### src/rtl/riscv_sim_pkg.sv
// ============================================================================
// Module   : riscv_sim_pkg
// Purpose  : Shared encodings for the RISCV simulation run-control monitor.
// Revision : 1.0 - initial release
// ============================================================================
`default_nettype none

package riscv_sim_pkg;

  typedef enum logic [1:0] {
    IDLE  = 2'd0,
    RUN   = 2'd1,
    DRAIN = 2'd2,
    DONE  = 2'd3
  } state_t;

  localparam logic [31:0] ST_PASS   = 32'd1;
  localparam int          MAX_LANES = 8;

endpackage : riscv_sim_pkg

`default_nettype wire

### src/rtl/riscv_sim_popcount.sv
// ============================================================================
// Module   : riscv_sim_popcount
// Purpose  : Combinational count of set bits across the retire-lane strobes.
// Revision : 1.0 - initial release
// ============================================================================
`default_nettype none

module riscv_sim_popcount
  import riscv_sim_pkg::*;
#(
  parameter  int p_lanes = 2,
  localparam int c_out_w = $clog2(p_lanes + 1)
) (
  input  logic [p_lanes-1:0] bits,
  output logic [c_out_w-1:0] count
);

  if ((p_lanes < 1) || (p_lanes > MAX_LANES)) begin : g_bad_lanes
    $error("riscv_sim_popcount: p_lanes out of range");
  end

  always_comb begin
    count = '0;
    for (int i = 0; i < p_lanes; i++) begin
      count = count + c_out_w'(bits[i]);
    end
  end

endmodule : riscv_sim_popcount

`default_nettype wire

### src/rtl/riscv_sim_multilane_monitor.sv
// ============================================================================
// Module   : riscv_sim_multilane_monitor
// Purpose  : Run-control and statistics monitor for the multi-issue RISCV
//            simulation harness (cycle/retire counters, pass/fail/timeout).
// Revision : 1.0 - initial release
// ============================================================================
`default_nettype none

module riscv_sim_multilane_monitor
  import riscv_sim_pkg::*;
#(
  parameter int p_lanes        = 2,
  parameter int p_cnt_sz       = 32,
  parameter int p_drain_cycles = 2
) (
  input  logic                clk,
  input  logic                reset,
  input  logic                stats_en,
  input  logic [p_cnt_sz-1:0] max_cycles,
  input  logic [p_lanes-1:0]  inst_val,
  input  logic [31:0]         status,
  output logic [p_cnt_sz-1:0] num_cycles,
  output logic [p_cnt_sz-1:0] num_inst,
  output logic [1:0]          state,
  output logic                done,
  output logic                pass,
  output logic                fail,
  output logic                timeout,
  output logic [31:0]         fail_code
);

  localparam int c_pop_w   = $clog2(p_lanes + 1);
  localparam int c_drain_w = (p_drain_cycles > 1) ? $clog2(p_drain_cycles) : 1;
  localparam logic [c_drain_w-1:0] c_drain_init = c_drain_w'(p_drain_cycles - 1);

  state_t                r_state;
  state_t                w_state_next;
  logic [p_cnt_sz-1:0]   r_cycle_count;
  logic [p_cnt_sz-1:0]   r_num_cycles;
  logic [p_cnt_sz-1:0]   r_num_inst;
  logic [c_drain_w-1:0]  r_drain_cnt;
  logic                  r_done;
  logic                  r_pass;
  logic                  r_fail;
  logic                  r_timeout;
  logic [31:0]           r_fail_code;

  logic [c_pop_w-1:0]    w_pop;
  logic                  w_status_pass;
  logic                  w_status_fail;
  logic                  w_over_budget;
  logic                  w_detect;
  logic                  w_count;
  logic                  w_drain_last;
  logic [p_cnt_sz:0]     w_cc_sum;
  logic [p_cnt_sz:0]     w_nc_sum;
  logic [p_cnt_sz:0]     w_ni_sum;
  logic [p_cnt_sz-1:0]   w_cc_next;
  logic [p_cnt_sz-1:0]   w_nc_next;
  logic [p_cnt_sz-1:0]   w_ni_next;

  riscv_sim_popcount #(
    .p_lanes (p_lanes)
  ) u_popcount (
    .bits  (inst_val),
    .count (w_pop)
  );

  assign w_status_pass = (status == ST_PASS);
  assign w_status_fail = (status > ST_PASS);
  assign w_over_budget = (r_cycle_count > max_cycles);
  assign w_detect      = (r_state == RUN) && ((status != 32'd0) || w_over_budget);
  assign w_count       = (r_state == RUN) && !w_detect;
  assign w_drain_last  = (r_state == DRAIN) && (r_drain_cnt == '0);

  // Widen by one bit so a carry out signals saturation instead of wrapping.
  assign w_cc_sum  = {1'b0, r_cycle_count} + (p_cnt_sz + 1)'(1);
  assign w_nc_sum  = {1'b0, r_num_cycles}  + (p_cnt_sz + 1)'(1);
  assign w_ni_sum  = {1'b0, r_num_inst}    + (p_cnt_sz + 1)'(w_pop);
  assign w_cc_next = w_cc_sum[p_cnt_sz] ? '1 : w_cc_sum[p_cnt_sz-1:0];
  assign w_nc_next = w_nc_sum[p_cnt_sz] ? '1 : w_nc_sum[p_cnt_sz-1:0];
  assign w_ni_next = w_ni_sum[p_cnt_sz] ? '1 : w_ni_sum[p_cnt_sz-1:0];

  always_ff @(posedge clk) begin
    if (!reset) begin
      r_state <= IDLE;
    end else begin
      r_state <= w_state_next;
    end
  end

  always_comb begin
    w_state_next = r_state;
    case (r_state)
      IDLE:    w_state_next = RUN;
      RUN:     if (w_detect) w_state_next = DRAIN;
      DRAIN:   if (w_drain_last) w_state_next = DONE;
      DONE:    w_state_next = DONE;
      default: w_state_next = IDLE;
    endcase
  end

  always_ff @(posedge clk) begin
    if (!reset) begin
      r_cycle_count <= '0;
      r_num_cycles  <= '0;
      r_num_inst    <= '0;
      r_drain_cnt   <= '0;
      r_done        <= 1'b0;
      r_pass        <= 1'b0;
      r_fail        <= 1'b0;
      r_timeout     <= 1'b0;
      r_fail_code   <= '0;
    end else begin
      if (w_count) begin
        r_cycle_count <= w_cc_next;
        if (stats_en) begin
          r_num_cycles <= w_nc_next;
          r_num_inst   <= w_ni_next;
        end
      end

      // A nonzero status outranks a timeout raised in the same cycle.
      if (w_detect) begin
        r_drain_cnt <= c_drain_init;
        if (w_status_pass) begin
          r_pass <= 1'b1;
        end else if (w_status_fail) begin
          r_fail      <= 1'b1;
          r_fail_code <= status;
        end else begin
          r_fail      <= 1'b1;
          r_timeout   <= 1'b1;
          r_fail_code <= '0;
        end
      end else if ((r_state == DRAIN) && !w_drain_last) begin
        r_drain_cnt <= r_drain_cnt - c_drain_w'(1);
      end

      if (w_drain_last) begin
        r_done <= 1'b1;
      end
    end
  end

  assign state      = r_state;
  assign num_cycles = r_num_cycles;
  assign num_inst   = r_num_inst;
  assign done       = r_done;
  assign pass       = r_pass;
  assign fail       = r_fail;
  assign timeout    = r_timeout;
  assign fail_code  = r_fail_code;

endmodule : riscv_sim_multilane_monitor

`default_nettype wire
### config.mk
export PLATFORM = sky130hd
export DESIGN_NAME = riscv_sim_multilane_monitor
export DESIGN_NICKNAME = d
export VERILOG_FILES = /design/src/rtl/riscv_sim_pkg.sv /design/src/rtl/riscv_sim_popcount.sv /design/src/rtl/riscv_sim_multilane_monitor.sv
export SDC_FILE = /design/constraint.sdc
export NUM_CORES = 1
export LEC_CHECK = 0
export ABC_AREA = 1
export CORE_MARGIN = 2
export CORE_UTILIZATION = 45
export DETAILED_ROUTE_END_ITERATION = 8
export PLACE_DENSITY_LB_ADDON = 0.15
export SYNTH_ARGS = -nofsm -noshare
export SYNTH_HDL_FRONTEND = slang
export SYNTH_SLANG_ARGS = --single-unit
### constraint.sdc
create_clock -name clk -period 5.1 [get_ports clk]
set_input_delay 1.02 -clock clk [delete_from_list [all_inputs] [get_ports clk]]
set_output_delay 1.02 -clock clk [all_outputs]
set_load 0.1 [all_outputs]
Word level (Yosys, flattened, before mapping)
Cells that the tools add are included.

cells by class
  add/sub/neg operators = 5
  mux-type cells = 9
  reduce and logical (&&, ||, !) cells = 15
  magnitude comparators = 2
  bitwise logic cells = 3
  eq/ne operators = 6

operators with widths
  cell                     number
  $mux W32                 4
  $add A32 B1 Y33 const B  2
  $add A32 B2 Y33          1
  $eq A32 B1 Y1 const B    1
  $gt A32 B1 Y1 const B    1
  $gt A32 B32 Y1           1
  $reduce_bool A32 Y1      1
  $pmux W2 S4              1
  $reduce_and A2 Y1        4
  $eq A2 B2 Y1 const B     2
  $logic_and A1 B1 Y1      4
  $mux W2                  2
  $ne A2 B2 Y1 const B     2
  $not A1 Y1               3
  $reduce_and A3 Y1        1
  $add A1 B1 Y2            1
  $eq A2 B1 Y1 const B     1
  $logic_not A1 Y1         2
  $logic_not A2 Y1         1
  $mux W1                  2
  $reduce_bool A2 Y1       1
  $logic_or A1 B1 Y1       1
  $sub A1 B1 Y1 const B    1

word-level totals
  register bits = 135
  word-level logic and storage cells = 50

Longest topological paths before layout
  depth in word-level cells = 6
  gate-level depth with buffers = 20
  gate-level depth less buffers = 19

Hierarchy
Synthesis repeated with hierarchy kept, for this count alone.

second synthesis, totals
  cell total of the unflattened synthesis = 1457
  area total of the unflattened synthesis = 8788.4 sq um

modules (own cells, without submodules)
  module                       cells each  area an instance (sq um)  times used  sequential area each (sq um)
  riscv_sim_multilane_monitor  1456        8775.9                    1           2702.6
  riscv_sim_popcount           1           12.5                      1           0.0

Worst setup path after synthesis
No wires, ideal clock.

  kind = register -> register
  start point = reg r_num_inst[0] (netlist: num_inst[0])
  end point = reg r_num_inst[28] (netlist: num_inst[28])
  arrival = 2.977 ns
  stages on the path, launching flop included = 16
  setup time = 0.114 ns
  clock period less this slack = 3.091 ns
  setup slack = 2.009 ns
  cells stage by stage = dfxtp_1 -> inv_1 -> fa_1 -> inv_1 -> ha_1 -> nand2_1 -> nor2_2 -> nand2_2 -> nor2_4 -> nand3_2 -> nor2_2 -> nand2_1 -> nor3_1 -> o31ai_1 -> a21oi_1 -> nor2_1

on the way
  longest elaborated chain between the ends = 2

ends and longest elaborated chain
  item                    line                                source
  start, declared         riscv_sim_multilane_monitor.sv:40   logic [p_cnt_sz-1:0] r_num_inst;
  start signal, assigned  riscv_sim_multilane_monitor.sv:119  r_num_inst <= w_ni_next;
  $add A32 B2 Y33         riscv_sim_multilane_monitor.sv:79   assign w_ni_sum = {1'b0, r_num_inst} + (p_cnt_sz + 1)'(w_pop);
  $mux W32                riscv_sim_multilane_monitor.sv:82   assign w_ni_next = w_ni_sum[p_cnt_sz] ? '1 : w_ni_sum[p_cnt_sz-1:0];

Every way passes these cells.
A chain may end at the register's enable or synchronous reset.

Final worst setup path
  start point = in inst_val[0]
  end point = reg r_num_inst[18] (netlist: num_inst[18])

on the way
  longest elaborated chain between the ends = 3

ends and longest elaborated chain
  item             line                               source
  start, declared  riscv_sim_multilane_monitor.sv:20  input logic [p_lanes-1:0] inst_val,
  $add A1 B1 Y2    riscv_sim_popcount.sv:25           count = count + c_out_w'(bits[i]);
  $add A32 B2 Y33  riscv_sim_multilane_monitor.sv:79
  $mux W32         riscv_sim_multilane_monitor.sv:82

Every way passes these cells.

==> flow_metrics.py <==
metrics = {
    "floorplanning": {
        "core-area_mm2": 0.0195,
        "die-area_mm2": 0.0210,
        "initial_core_util_pct": 45.9,
        "rows": 51,
        "dieWidth_um": 145,
        "die_h_um": 145,
        "num_io_pins": 171,
    },
    "min_path": {
        "hold_path.class": "flip-flop to flip-flop",
    },
    "detailed_routing": {
        "firstDrtPassIters": 5,
        "vias": 9361,
        "avgViaCountPerCell": 4.96,
        "drt_iter0_drc": 588,
        "post_drt_wl_per_cell_um": 12.6,
        "ant_nets": 0,
        "drc": 0,
        "finalWirelength_um": 23900,
    },
    "yosys": {
        "synth-compound-area-share_pct": 6.00,
        "synth_most_common_cell": "nand2_1",
        "syn_area_mm2": 0.00893,
        "synth_top_cell_area_share_pct": 30.3,
        "ys_ff_latch": 135,
        "synth_edf_count": 0,
        "ys.flop_type": "dfxtp_1",
        "syn_area_per_cell_um2": 6.11,
        "syn_inst": 1460,
        "async_flop_share_pct": 0,
        "synth-seq-area-share_pct": 30.3,
        "synth_common_cells": "nand2_1, nor2_1, inv_1",
        "ys_warn_count": 0,
        "synth_xor_area_share_pct": 2.55,
        "ys_types": 40,
        "muxShareOfSynthArea_pct": 0,
        "synth_nets": 1565,
        "synthSimpleGateAreaFrac_pct": 45.8,
        "synthAdderAreaFrac_pct": 5.13,
        "synth_top_cells_by_area": "dfxtp_1, nand2_1, nor2_1, inv_1, nand3_1",
        "yosys.area.top_type": "dfxtp_1",
        "synth_top_family_by_area": "simple AND/OR/NAND/NOR gates",
    },
    "worst_setup_path": {
        "critical_path_class": "input pin to flip-flop",
        "worst_setup_path_start_kind": "input pin",
        "crit_path_end_kind": "flip-flop",
        "worst-endpoint-arrival_ps": 3970,
        "critical_path_required_ps": 5470,
        "r2r_slack_ps": 2210,
        "crit_fanout": 24,
    },
    "flow_run": {
        "drv_cap": 0,
    },
    "run_status": {
        "status": "finished, final reports clean",
    },
    "clock_network": {
        "cts_max_level": 4,
        "cts_setup_buffers": 0,
        "clockBufferDepth": 2,
        "numCtsBuffers": 17,
        "cts_tree": "done",
        "clkSinkCount": 135,
        "cts_resized": 0,
        "clk_pin_slew_worst_paths_ps": 60,
        "hold_buffers": 0,
        "cts_root_buffer": "clkbuf_16",
        "insertion_delay_ps": 430,
    },
    "layout": {
        "antennaDiodeCount": 0,
        "drive_above_1_share_pct": 6.35,
        "syn2layout_area_growth_pct": 28.6,
        "fin_nets": 1713,
    },
    "power_and_ir_drop": {
        "irDropWorstVdd_mv": 0.227,
        "power_leakage_nw": 5.42,
        "power-per-cell-area_mw_per_mm2": 246,
    },
    "sta": {
        "period_share_pct": 70.7,
        "period_needed_ps": 3610,
        "finalSetupTns_ps": 0,
        "hold_viol_final": 0,
        "layout_setup_ws_ps": 1490,
        "tightest_slew_ps": 1230,
        "max_freq_mhz": 277,
        "rsz0062_at_grt": "no",
        "final-setup-viol-count": 0,
        "final_max_slew_viol_count": 0,
        "fin_skew_ps": 16.3,
        "max_slew_margin_pct": 18.0,
    },
    "placement": {
        "pre_cts_slack_ps": 1090,
        "hpwl_um": 17200,
        "io_buffers": 170,
        "gp_congestion": 0.864,
    },
    "global_route": {
        "grt_max_degree": 49,
        "grt_pass1_vias": 8467,
        "grt_first_pass_wirelength_um": 39400,
        "grt_overflow": 0,
        "antenna_found_initial": 0,
        "grtUsageTotal_pct": 23.0,
    },
}
worst max-delay path: stages:
cell,delay (ps)
clkdlybuf4s50_1,460
inv_1,60
fa_1,450
inv_1,80
ha_1,150
nand2_1,80
nor2_2,170
nand2_2,110
nor2_4,150
nand3_2,130
nor2_2,170
nand3_2,460
o21ai_0,230
a21o_1,120
nor2_1,40
nor2_1,90
final cells by class:
class,count,area (um^2)
clock inverters,14,220
clock buffers,18,439
repair buffers,178,1790
inverters,179,672
flip-flops and latches,135,2700
fillers,1902,7990
well taps,265,332
multi-input cells,1097,5320
kinds of logic (layout without fill, tap and decap cells):
family          Yosys count  in the layout
fa+ha+maj                36             36
simple gates            933            933
buf+inv                 228            389
compound gates          102            102
flops                   135            135
xor+xnor                 26             26
layer usage:
layer	vias up	global-route usage, %	wire (um)
li1	4886	-	-
met1	4202	29.3	10700
met2	241	39.3	11500
met3	32	4.38	1250
met4	0	6.85	367
met5	-	0	0
worst paths after layout:
check	start	to	depth (start not counted)
max	inst_val[0]	num_inst[18]	16
min	pass	pass	2
max reg2reg	num_cycles[0]	num_cycles[13]	9
min reg2reg	pass	pass	2
report_power, final:
part           switching [mW]  internal, mW
Clock                   0.506         0.886
Sequential             0.0116          1.08
Combinational           0.239         0.109
placed cells by master (no fill, tap or decap), types with 2 or more instances in the layout:
| cell type | synthesis | routed |
|---|---|---|
| nand2_1 | 433 | 433 |
| nor2_1 | 258 | 256 |
| inv_1 | 172 | 172 |
| clkdlybuf4s50_1 | 0 | 169 |
| dfxtp_1 | 135 | 135 |
| nand3_1 | 122 | 122 |
| a21oi_1 | 64 | 64 |
| ha_1 | 35 | 35 |
| nor3_1 | 29 | 29 |
| o21ai_0 | 26 | 26 |
| xor2_1 | 26 | 26 |
| nand4_1 | 25 | 25 |
| clkbuf_16 | 0 | 17 |
| nor4_1 | 11 | 11 |
| nor2_4 | 10 | 10 |
| or2_2 | 10 | 10 |
| nand2_2 | 8 | 8 |
| nor2_2 | 6 | 8 |
| inv_2 | 7 | 7 |
| nand3_2 | 5 | 5 |
| bufinv_16 | 0 | 5 |
| buf_4 | 1 | 5 |
| a21o_1 | 4 | 4 |
| nor3_2 | 4 | 4 |
| nor4_2 | 3 | 3 |
| clkinv_4 | 0 | 3 |
| inv_6 | 0 | 3 |
| buf_12 | 0 | 3 |
| o21a_1 | 2 | 2 |
| nor3_4 | 2 | 2 |
| o21ai_1 | 2 | 2 |
| clkinv_2 | 0 | 2 |
flip-flops by register name, summed over array words and instances (netlist names):
| signal | flops |
|---|---|
| num_cycles | 32 |
| fail | 1 |
| pass | 1 |
| fail_code | 32 |
| timeout | 1 |
| r_cycle_count | 32 |
| r_drain_cnt | 1 |
| state | 2 |
| done | 1 |
| num_inst | 32 |
metrics by stage:
stage / std cells / hold slack [ps] / utilization (%) / power, mW / instance area, um^2
final: 1886 / 452 / 59.0 / 2.83 / 11500
after global routing: 1886 / 475 / 59.0 / 2.92 / 11500
after CTS: 1886 / 456 / 59.0 / 2.86 / 11500
after detailed placement: 1854 / 446 / 55.6 / 1.46 / 10800
after global placement: 1854 / 438 / 55.6 / 1.46 / 10800
after floorplan: 1460 / 458 / - / 1.34 / 8930
(Power assumes the default switching activity.)
